**src/rtl/wram_pkg.sv**
```systemverilog
// Shared definitions for the WRAM arbiter slice.
//   WRAM_AW / WRAM_DW : default address / data widths of the WRAM wrapper
//   OWN_CPU / OWN_DMA : encoding of the requester that owns an access
//   arb_state_e       : arbiter FSM states (last bank owner)
package wram_pkg;

    localparam int WRAM_AW = 16;
    localparam int WRAM_DW = 8;

    localparam logic OWN_CPU = 1'b0;
    localparam logic OWN_DMA = 1'b1;

    typedef enum logic [1:0] {
        IDLE = 2'd0,
        CPU  = 2'd1,
        DMA  = 2'd2
    } arb_state_e;

endpackage

```
**src/rtl/wram_rd_tracker.sv**
```systemverilog
// Read-return tracker for the WRAM arbiter.
// Remembers whether a read was issued last cycle and by whom, then steers the
// RAM's 1-cycle-late read data and an rvalid pulse back to that requester.
// Each requester's rdata holds its last returned value outside rvalid.
// Ports:
//   clka, rsta             clock, async active-low reset
//   rd_issue, rd_owner_in  a read is issued to the RAM this cycle, and its owner
//   ram_douta              RAM read data (valid the cycle after issue)
//   cpu_rvalid/cpu_rdata   CPU read return
//   dma_rvalid/dma_rdata   DMA read return
module wram_rd_tracker
    import wram_pkg::*;
#(
    parameter int DW = WRAM_DW
) (
    input  logic          clka,
    input  logic          rsta,
    input  logic          rd_issue,
    input  logic          rd_owner_in,
    input  logic [DW-1:0] ram_douta,
    output logic          cpu_rvalid,
    output logic [DW-1:0] cpu_rdata,
    output logic          dma_rvalid,
    output logic [DW-1:0] dma_rdata
);

    logic          rd_pend;
    logic          rd_owner;
    logic [DW-1:0] cpu_hold;
    logic [DW-1:0] dma_hold;

    always_ff @(posedge clka or negedge rsta) begin
        if (!rsta) begin
            rd_pend  <= 1'b0;
            rd_owner <= OWN_CPU;
            cpu_hold <= '0;
            dma_hold <= '0;
        end else begin
            rd_pend <= rd_issue;
            if (rd_issue) begin
                rd_owner <= rd_owner_in;
            end
            if (cpu_rvalid) begin
                cpu_hold <= ram_douta;
            end
            if (dma_rvalid) begin
                dma_hold <= ram_douta;
            end
        end
    end

    assign cpu_rvalid = rd_pend && (rd_owner == OWN_CPU);
    assign dma_rvalid = rd_pend && (rd_owner == OWN_DMA);

    // RAM data is only valid in the return cycle, so pass it straight through
    // then and fall back to the captured copy afterwards.
    assign cpu_rdata = cpu_rvalid ? ram_douta : cpu_hold;
    assign dma_rdata = dma_rvalid ? ram_douta : dma_hold;

endmodule

```
**src/rtl/wram_arbiter.sv**
```systemverilog
// CPU/DMA arbiter for one single-ported WRAM bank.
// Fixed priority to the CPU; a pending DMA request denied MAX_WAIT cycles in a
// row is granted on the next cycle. Reads return one cycle after issue and are
// steered back to the requester that issued them (wram_rd_tracker).
// Optional build macro WRAM_ARB_LOCK_EN adds dma_lock: while the DMA owns the
// bank and holds dma_lock, the CPU is never granted (atomic DMA bursts).
// Ports:
//   clka, rsta                                  clock, async active-low reset
//   cpu_req/we/addr/wdata, cpu_gnt/rvalid/rdata CPU side
//   dma_req/we/addr/wdata, dma_gnt/rvalid/rdata DMA side
//   dma_lock                                    (WRAM_ARB_LOCK_EN only)
//   ram_ena/wea/addra/dina, ram_douta           WRAM wrapper port A
//
// state | meaning
// IDLE  | no access granted since reset
// CPU   | last granted access belonged to the CPU
// DMA   | last granted access belonged to the DMA (lock applies here)
module wram_arbiter
    import wram_pkg::*;
#(
    parameter int MAX_WAIT = 4,
    parameter int AW       = WRAM_AW,
    parameter int DW       = WRAM_DW
) (
    input  logic          clka,
    input  logic          rsta,
    input  logic          cpu_req,
    input  logic          cpu_we,
    input  logic [AW-1:0] cpu_addr,
    input  logic [DW-1:0] cpu_wdata,
    output logic          cpu_gnt,
    output logic          cpu_rvalid,
    output logic [DW-1:0] cpu_rdata,
    input  logic          dma_req,
    input  logic          dma_we,
    input  logic [AW-1:0] dma_addr,
    input  logic [DW-1:0] dma_wdata,
    output logic          dma_gnt,
    output logic          dma_rvalid,
    output logic [DW-1:0] dma_rdata,
`ifdef WRAM_ARB_LOCK_EN
    input  logic          dma_lock,
`endif
    output logic          ram_ena,
    output logic          ram_wea,
    output logic [AW-1:0] ram_addra,
    output logic [DW-1:0] ram_dina,
    input  logic [DW-1:0] ram_douta
);

    localparam logic [3:0] MAX_W = 4'(MAX_WAIT);

    arb_state_e  state_q;
    arb_state_e  state_d;
    logic [3:0]  wait_cnt;
    logic        lock_blk;
    logic        cpu_ok;
    logic        dma_win;
    logic        cpu_win;

`ifdef WRAM_ARB_LOCK_EN
    assign lock_blk = (state_q == DMA) && dma_lock;
`else
    // Without the lock the owner state is informational only.
    logic state_unused;
    assign state_unused = ^state_q;
    assign lock_blk     = 1'b0;
`endif

    assign cpu_ok  = cpu_req && !lock_blk;
    assign dma_win = dma_req && (!cpu_ok || (wait_cnt == MAX_W));
    assign cpu_win = cpu_ok && !dma_win;

    // Nothing reaches the RAM while reset is asserted, even with requests up.
    assign cpu_gnt = cpu_win && rsta;
    assign dma_gnt = dma_win && rsta;
    assign ram_ena = cpu_gnt || dma_gnt;

    assign ram_wea   = dma_win ? dma_we    : cpu_we;
    assign ram_addra = dma_win ? dma_addr  : cpu_addr;
    assign ram_dina  = dma_win ? dma_wdata : cpu_wdata;

    always_ff @(posedge clka or negedge rsta) begin
        if (!rsta) begin
            wait_cnt <= 4'd0;
        end else if (dma_req && !dma_gnt) begin
            wait_cnt <= (wait_cnt == MAX_W) ? MAX_W : wait_cnt + 4'd1;
        end else begin
            wait_cnt <= 4'd0;
        end
    end

    always_ff @(posedge clka or negedge rsta) begin
        if (!rsta) begin
            state_q <= IDLE;
        end else begin
            state_q <= state_d;
        end
    end

    always_comb begin
        state_d = state_q;
        if (dma_gnt) begin
            state_d = DMA;
        end else if (cpu_gnt) begin
            state_d = CPU;
        end
    end

    wram_rd_tracker #(
        .DW (DW)
    ) u_rd_tracker (
        .clka        (clka),
        .rsta        (rsta),
        .rd_issue    (ram_ena && !ram_wea),
        .rd_owner_in (dma_win ? OWN_DMA : OWN_CPU),
        .ram_douta   (ram_douta),
        .cpu_rvalid  (cpu_rvalid),
        .cpu_rdata   (cpu_rdata),
        .dma_rvalid  (dma_rvalid),
        .dma_rdata   (dma_rdata)
    );

endmodule

```
**config.mk**
```make
export PLATFORM = sky130hd
export DESIGN_NAME = wram_arbiter
export DESIGN_NICKNAME = d
export VERILOG_FILES = /design/src/rtl/wram_pkg.sv /design/src/rtl/wram_rd_tracker.sv /design/src/rtl/wram_arbiter.sv
export SDC_FILE = /design/constraint.sdc
export NUM_CORES = 1
export LEC_CHECK = 0
export CORE_ASPECT_RATIO = 1.1
export CORE_MARGIN = 2
export CORE_UTILIZATION = 29
export CTS_CLUSTER_SIZE = 10
export DETAILED_ROUTE_END_ITERATION = 8
export HOLD_SLACK_MARGIN = 0.05
export PLACE_DENSITY = 0.76
export SYNTH_ARGS = -nofsm -noshare
export SYNTH_HDL_FRONTEND = slang
export SYNTH_HIERARCHICAL = 1
export SYNTH_SLANG_ARGS = --single-unit
```
**constraint.sdc**
```tcl
create_clock -name clka -period 1.6 [get_ports clka]
set_clock_uncertainty 0.05 [all_clocks]
set_input_delay 0.24 -clock clka [delete_from_list [all_inputs] [get_ports clka]]
set_output_delay 0.24 -clock clka [all_outputs]
set_load 0.01 [all_outputs]
```
==> metrics.md, run 1 <==
| Metric | Value |
|---|---|
| Post-Syn Area | about 0.0013 mm2 |
| Asr flop ratio synth | between 90% and 100% |
| Top Ports | ~110 |
| Worst slack at placement | -679 ps |
| CTS Buf Count | 3 |
| WP data required | 1310 ps |
| Final Non-Filler Cells | just over 300 |
| Die width | 67.8 um |
| Synth Flop Type | dfrtp_1 |
| # hold bufs at CTS | 0 |
| Die Y-Extent | between 70 and 80 um |
| Layout Nets | about 320 |
| Antenna violations before repair | 0 |
| H-tree depth | 1 |
| Hold WC Path Type | input pin to asynchronous set/reset pin |
| Max incr delay on CP | approximately 380 ps |
| Post-synthesis cell count | 99 |
| Maximum VDD drop | 787 uV |
| EDFF count, synth | 0 |
| P&R area growth vs syn | 142% |
| DP HPWL | 3100 um |
| I/O Buffers | 107 |
| Starting Density | between 30% and 40% |
| DRT Wirelength | slightly below 5000 um |
| Filler cell count | 300 |
| Register area share after synthesis | 42.4% |
| Setup violators final | 46 |
| WS Path Type | flip-flop to primary output |
| Synthesized Nets | 163 |
| Iter 0 DRT Violations | 24 |
| Crit start category | flip-flop |
| Vias | 1394 |
| Post-route ant nets | 0 |
| Status | finished, violations left |
| Most frequent cell after synthesis | mux2_2 |
| Clock-pin slew on the worst setup and hold paths | roughly 80 ps |
| Worst setup EP type | primary output |
| Via density | 4.56 |
| Top Family by Delay on Critical Path | buffers and inverters |
| CTS tree | done |
| CP dominant cell by count | buf_6 |
| Clock power frac | between 15 and 20% |
| Leakage | 1.55 nW |
| Power Dens Cells | between 800 and 900 mW/mm2 |
| Placed instance count | between 200 and 300 |
| Syn Area/Cell | 13.1 um2 |
| Unrepaired setup endpoints after global routing | true |
| Min cycle time layout | around 2200 ps |
| Root Buffer | clkbuf_8 |
| Post-route cell area | approximately 0.0031 mm2 |
| Slowest CP cell | dfrtp_1 |
| Total GRT Usage | approximately a fifth |
| Routability cong. | 0.699 |
| Final Hold Fails | 0 |
| YS warnings | 6 |
| Buf+Inv Stages, Crit Path | 4 |
| Reg-to-reg endpoint | u_rd_tracker/rd_owner$_DFFE_PN0P_ |
| Die area | between 0.005 and 0.006 mm2 |
| Clk Latency, worst-skew pair | between 200 and 300 ps |
| Remaining DRCs | 0 |
| Combinational Power Share | a little over half |
| R2R Path Start | wait_cnt[1]$_DFF_PN0_ |
| Switch share | between 20% and 30% |
| Pins over their slew limit | 0 |
| Clock sink total | 22 |
| GRT overflow | 0 |
| Synth Register Bits | 22 |
| Max clock buf depth | 2 |
| Synth unique cells | 23 |
| Cell taking the most area after synthesis | dfrtp_1 |
| Tot Pwr | between 2 and 3 mW |
| Crit path max fanout | 8 |
| Final WS setup | -603 ps |
| First drt pass iteration count | 3 |
| Worst Path Arrival | approximately 1900 ps |
| Largest net degree at the start of global routing | 22 |
| Slew Limit Headroom | 80.0% |
| Post-synth top area share | 42.4% |
| Flop2flop setup slack | -370 ps |
| Layout cell share with drive strength beyond 1 | around 59% |
| Reg2Reg Depth | 10 |
| Number of global-route vias before repair | about 1.6k |
| Placed inst area | 0.00262 mm2 |
| Sequential Power Share | 29.9% |
| Antenna diodes | 0 |
| First-pass GRT wire length | around 7600 um |
| Least-Margin Pin Slew | 299 ps |
| Failing checks | negative setup slack |
| Synth cell count leaders | 33 x mux2_2, 22 x dfrtp_1, 8 x mux2_4 |
| Routed WL per cell | ~16 um |
| Row count | 25 |
| Core area | around 0.0043 mm2 |
| Top post-synthesis cells by area | dfrtp_1 42%, mux2_2 29%, mux2_4 9.2% |
| Int Pwr | around 1.9 mW |
| Max-cap violations | 0 |
| Switching power | 712 uW |
| FMAX | ~450 MHz |
| Tcrit/Tclk final | 138% |
| Crit-path cells | inv_1 -> ha_2 -> nand3b_1 -> a21boi_4 -> buf_6 -> buf_12 -> mux2_4 -> buf_6 |
## power groups by stage
stage	logic, mW	clock network [mW]	registers (mW)
4_1_cts	1.42	0.402	0.773
5_1_grt	1.51	0.438	0.787
2_1_floorplan	0.493	0	0.758
6_report	1.43	0.396	0.776
3_5_place_dp	1.13	0	0.775
3_3_place_gp	1.13	0	0.767
## per-stage QoR
stage / utilization (%) / hold WS, ps / TNS, ps
floorplan: - / -106 / -2900
global placement: 60.7 / 426 / -20250
detailed placement: 60.7 / 428 / -20270
CTS: 73.6 / 406 / -21080
global route: 72.9 / 62.8 / -22430
finish: 72.9 / 28.9 / -18860
## flip-flops by register name, summed over array words and instances, names as in the netlist
register / cells
u_rd_tracker/cpu_hold: 8
u_rd_tracker/dma_hold: 8
u_rd_tracker/rd_pend: 1
wait_cnt: 4
u_rd_tracker/rd_owner: 1
## cell type report
class | instances | area [um2] | share of cell area (%)
Sequential cell | 22 | 553 | 17.6
Tap cell | 54 | 67.6 | 2.15
Inverter | 6 | 22.5 | 0.716
Timing Repair Buffer | 152 | 1600 | 50.8
Multi-Input combinational cell | 68 | 850 | 27.0
Clock buffer | 4 | 55.1 | 1.75
## worst min-delay path, delay by kind of cell
family / cells / cell delay (ps)
buf+inv: 3 / 430
## worst max-delay path by stage
stage | startpoint | slack [ps] | depth (start not counted) | to
6_report | wait_cnt[1]$_DFF_PN0_ | -600 | 8 | ram_addra[1]
5_1_grt | wait_cnt[0]$_DFF_PN0_ | -700 | 8 | ram_addra[12]
4_1_cts | wait_cnt[0]$_DFF_PN0_ | -710 | 9 | ram_addra[14]
3_5_place_dp | dma_req | -680 | 5 | ram_addra[11]
3_3_place_gp | dma_req | -680 | 5 | ram_addra[11]
2_1_floorplan | wait_cnt[0]$_DFF_PN0_ | -110 | 7 | u_rd_tracker/rd_owner$_DFFE_PN0P_
## kinds of logic (layout without fill, tap and decap cells)
kind of cell / Yosys count / in the layout / synth area share (%)
XOR/XNOR: 1 / 1 / 0.674
buffers and inverters: 10 / 162 / 5.20
AO/OA/AOI/OAI: 7 / 7 / 4.24
AND/OR/NAND/NOR: 14 / 15 / 5.97
adder cells (fa/ha/maj): 2 / 2 / 1.93
flip-flops: 22 / 22 / 42.4
multiplexers: 43 / 43 / 39.6
## cells in the final DEF (no fill, tap or decap)
cell type	instances
buf_6	65
nand2_4	1
buf_2	3
mux2_2	1
nand3_1	1
clkdlybuf4s15_2	1
and2_1	1
a21boi_4	1
clkbuf_8	4
clkdlybuf4s50_1	59
inv_1	5
a311oi_1	1
nand2b_4	2
dfrtp_1	20
dfrtp_2	2
mux2_4	42
nand3b_1	1
a21oi_1	1
buf_12	5
nor2b_1	1
nand2_1	2
ha_1	1
a31o_4	1
inv_2	1
a21oi_2	1
o221ai_1	1
dlymetal6s2s_1	1
nand2b_1	1
ha_2	1
buf_4	17
o211ai_1	1
nor2_1	5
dlygate4sd2_1	1
xor2_1	1
## repair_timing
action / in CTS / in global routing
cloned: 4 / 0
buffers inserted: 27 / 9
hold endpoints to repair: 0 / 0
gates resized for setup: 266 / 16
setup endpoints to repair: 47 / 50
pin swaps: 7 / 3
## metal layers
metal	up-vias	share of wire [%]	GRT usage, %
met1	647	36	21.0
met2	85	50	38.8
met4	0	1.0	4.22
met5	-	0	0
met3	4	13	6.35
li1	658	-	-
Note: power is estimated with default switching activity, not from simulation.
==> run 2: changes to the inputs <==
==> constraint.sdc (replaced) <==
create_clock -name clka -period 1.6 [get_ports clka]
set_clock_uncertainty 0.05 [all_clocks]
set_input_delay 0.24 -clock clka [delete_from_list [all_inputs] [get_ports clka]]
set_output_delay 0.24 -clock clka [all_outputs]
set_load 0.02 [all_outputs]
==> run 2 against run 1 <==
Against the previous run:
- total power grew 2.0%
- die area is the same
- non-clock buffer count shrank 5
- sequential power is essentially flat
- routed wire length shrank 0.50%
- setup slack lost 83 ps
- the run still ends with negative setup slack left
- first-iteration DRC count shrank 50%
- global-route usage shrank 0.87 points
- hold slack gained 89 ps
- clock-buffer cell count shrank 1
- clock power shrank 15%
- combinational power grew 8%
==> metrics.md, run 2 (same netlist as run 1, synthesis figures left out) <==
| Metric | Value |
|---|---|
| Final Non-Filler Cells | 300 (-2.0%) |
| Total GRT Usage | 19.2% (-0.87 points) |
| Status | finished, violations left |
| Hold WC Path Type | input pin to asynchronous set/reset pin |
| Antenna violations before repair | 0 (unchanged) |
| Slew Limit Headroom | 80.6% (+0.60 points) |
| Die Y-Extent | 74.2 um (unchanged) |
| P&R area growth vs syn | 130% |
| Post-route ant nets | 0 (unchanged) |
| Power Dens Cells | 888 mW/mm2 (+7.6%) |
| Iter 0 DRT Violations | 12 (-50%) |
| Reg area | 553 um2 (unchanged) |
| DP HPWL | 3310 um (+6.7%) |
| Antenna diodes | 0 (unchanged) |
| Least-Margin Pin Slew | 290 ps (-8.97 ps) |
| Failing checks | negative setup slack |
| Via density | 4.66 (+2.2%) |
| WP data required | 1310 ps (about the same) |
| H-tree depth | 1 (unchanged) |
| R2R Path Start | wait_cnt[0]$_DFF_PN0_ |
| Crit start category | flip-flop |
| Commonest non-fill, non-tap cell in the layout | clkdlybuf4s50_1 |
| Vias | 1397 (+0.22%) |
| Starting Density | 30.1% (unchanged) |
| Worst hold margin | 117 ps (+88.6 ps) |
| Clk Latency, worst-skew pair | 260 ps (about the same) |
| Setup TNS | -21380 ps (-2510 ps) |
| Core area | 0.00432 mm2 (unchanged) |
| Min cycle time layout | 2290 ps (+82.8 ps) |
| Largest net degree at the start of global routing | 13 (-41%) |
| CTS tree | done |
| Final Hold Fails | 0 (unchanged) |
| Worst setup EP type | primary output |
| Maximum VDD drop | 1000 uV (+27%) |
| Biggest regs | u_rd_tracker/cpu_hold: 8 flops, u_rd_tracker/dma_hold: 8 flops, wait_cnt: 4 flops |
| Multi-input logic area | 841 um2 (-1.0%) |
| WS Path Type | flip-flop to primary output |
| FMAX | 437 MHz (-3.6%) |
| Clock sink total | 22 (unchanged) |
| Filler cell count | 328 (+9.3%) |
| Tcrit/Tclk final | 143% (+5.2 points) |
| Clock-pin slew on the worst setup and hold paths | 80 ps (about the same) |
| Max clock buf depth | 2 (unchanged) |
| Pins over their slew limit | 0 (unchanged) |
| Number of global-route vias before repair | 1477 (-4.7%) |
| Die area | 0.00503 mm2 (unchanged) |
| Layout Nets | 312 (-1.6%) |
| Die width | 67.8 um (unchanged) |
| Routed WL per cell | 16.5 um (+1.5%) |
| DRT Wirelength | 4940 um (-0.50%) |
| Reg2Reg Depth | 9 (-1) |
| Commonest non-fill, non-tap cells in the layout | 60 x clkdlybuf4s50_1, 41 x mux2_4, 39 x buf_6 |
| Worst Path Arrival | 2000 ps (+90 ps) |
| Leakage | 1.47 nW (-4.9%) |
| Reg-to-reg endpoint | u_rd_tracker/rd_owner$_DFFE_PN0P_ |
| Remaining DRCs | 0 (unchanged) |
| GRT overflow | 0 (unchanged) |
| Crit path max fanout | 6 (-2) |
| Flop2flop setup slack | -420 ps (-50 ps) |
| Root Buffer | clkbuf_8 |
| First-pass GRT wire length | 7260 um (-3.9%) |
| Final Core Density | 69.1% (-3.7 points) |
| Routability cong. | 0.695 (-0.62%) |
| First drt pass iteration count | 4 (+1) |
| Setup violators final | 46 (unchanged) |
| I/O Buffers | 107 (unchanged) |
| Layout cell share with drive strength beyond 1 | 57.7% (-1.0 points) |
| CTS Buf Count | 3 (unchanged) |
| Placed instance count | 271 (-0.37%) |
| Top Ports | 108 (unchanged) |
| Max-cap violations | 0 (unchanged) |
| Unrepaired setup endpoints after global routing | true |
| Final WS setup | -686 ps (-82.8 ps) |
| Row count | 25 (unchanged) |
## run 2: changes by cell type in the layout (fill, tap and decap cells not counted), moves of 2 or more
cell / delta
buf_4: +15
buf_6: -26
buf_16: +2
buf_12: -3
buf_2: +7
## run 2: area by class of cell
cell class	instances	area share, %
Clock buffer	3	1.38
Inverter	6	0.755
Multi-Input combinational cell	68	28.2
Sequential cell	22	18.5
Tap cell	54	2.26
Timing Repair Buffer	147	48.9
## run 2: routing by layer
layer / up-vias / global-route usage, % / share of wire (%)
met5: - / 0 / 0
met4: 0 / 3.33 / 0.34
met1: 661 / 20.4 / 36
met2: 83 / 36.7 / 52
li1: 651 / - / -
met3: 2 / 6.51 / 13
## run 2: critical path, stage by stage, from the launching register on
cell and delay (ps):
dfrtp_1 390, inv_1 60, ha_1 150, nand3b_1 160, a21boi_4 240, buf_12 150
clkbuf_16 150, mux2_4 290, buf_4 160
## run 2: timing repair
| action | in CTS | in global routing |
|---|---|---|
| endpoints found under the setup margin | 48 | 49 |
| setup buffers | 18 | 5 |
| cloned | 3 | 1 |
| pin swaps | 3 | 2 |
| resized for setup | 253 | 25 |
| hold buffers | 0 | 0 |
## run 2: worst max path at each step
stage | from | to | slack [ps] | cells after the start
2_1_floorplan | wait_cnt[0]$_DFF_PN0_ | ram_addra[0] | -130 | 6
4_1_cts | wait_cnt[0]$_DFF_PN0_ | ram_dina[4] | -710 | 8
3_5_place_dp | dma_req | ram_addra[8] | -730 | 5
3_3_place_gp | dma_req | ram_addra[8] | -720 | 5
5_1_grt | wait_cnt[1]$_DFF_PN0_ | ram_addra[2] | -750 | 8
6_report | wait_cnt[0]$_DFF_PN0_ | ram_addra[3] | -690 | 8
## run 2: power by group
part	switching, mW	internal (mW)
registers	0.0585	0.718
logic	0.627	0.911
clock network	0.169	0.168
## run 2: stage by stage
stage	instance area (um2)	setup slack (ps)	total power, mW
after floorplan	1400	-134	1.43
after global placement	2630	-716	2.07
after detailed placement	2630	-732	2.08
after CTS	2870	-710	2.58
after global routing	2980	-754	2.79
final	2980	-686	2.65
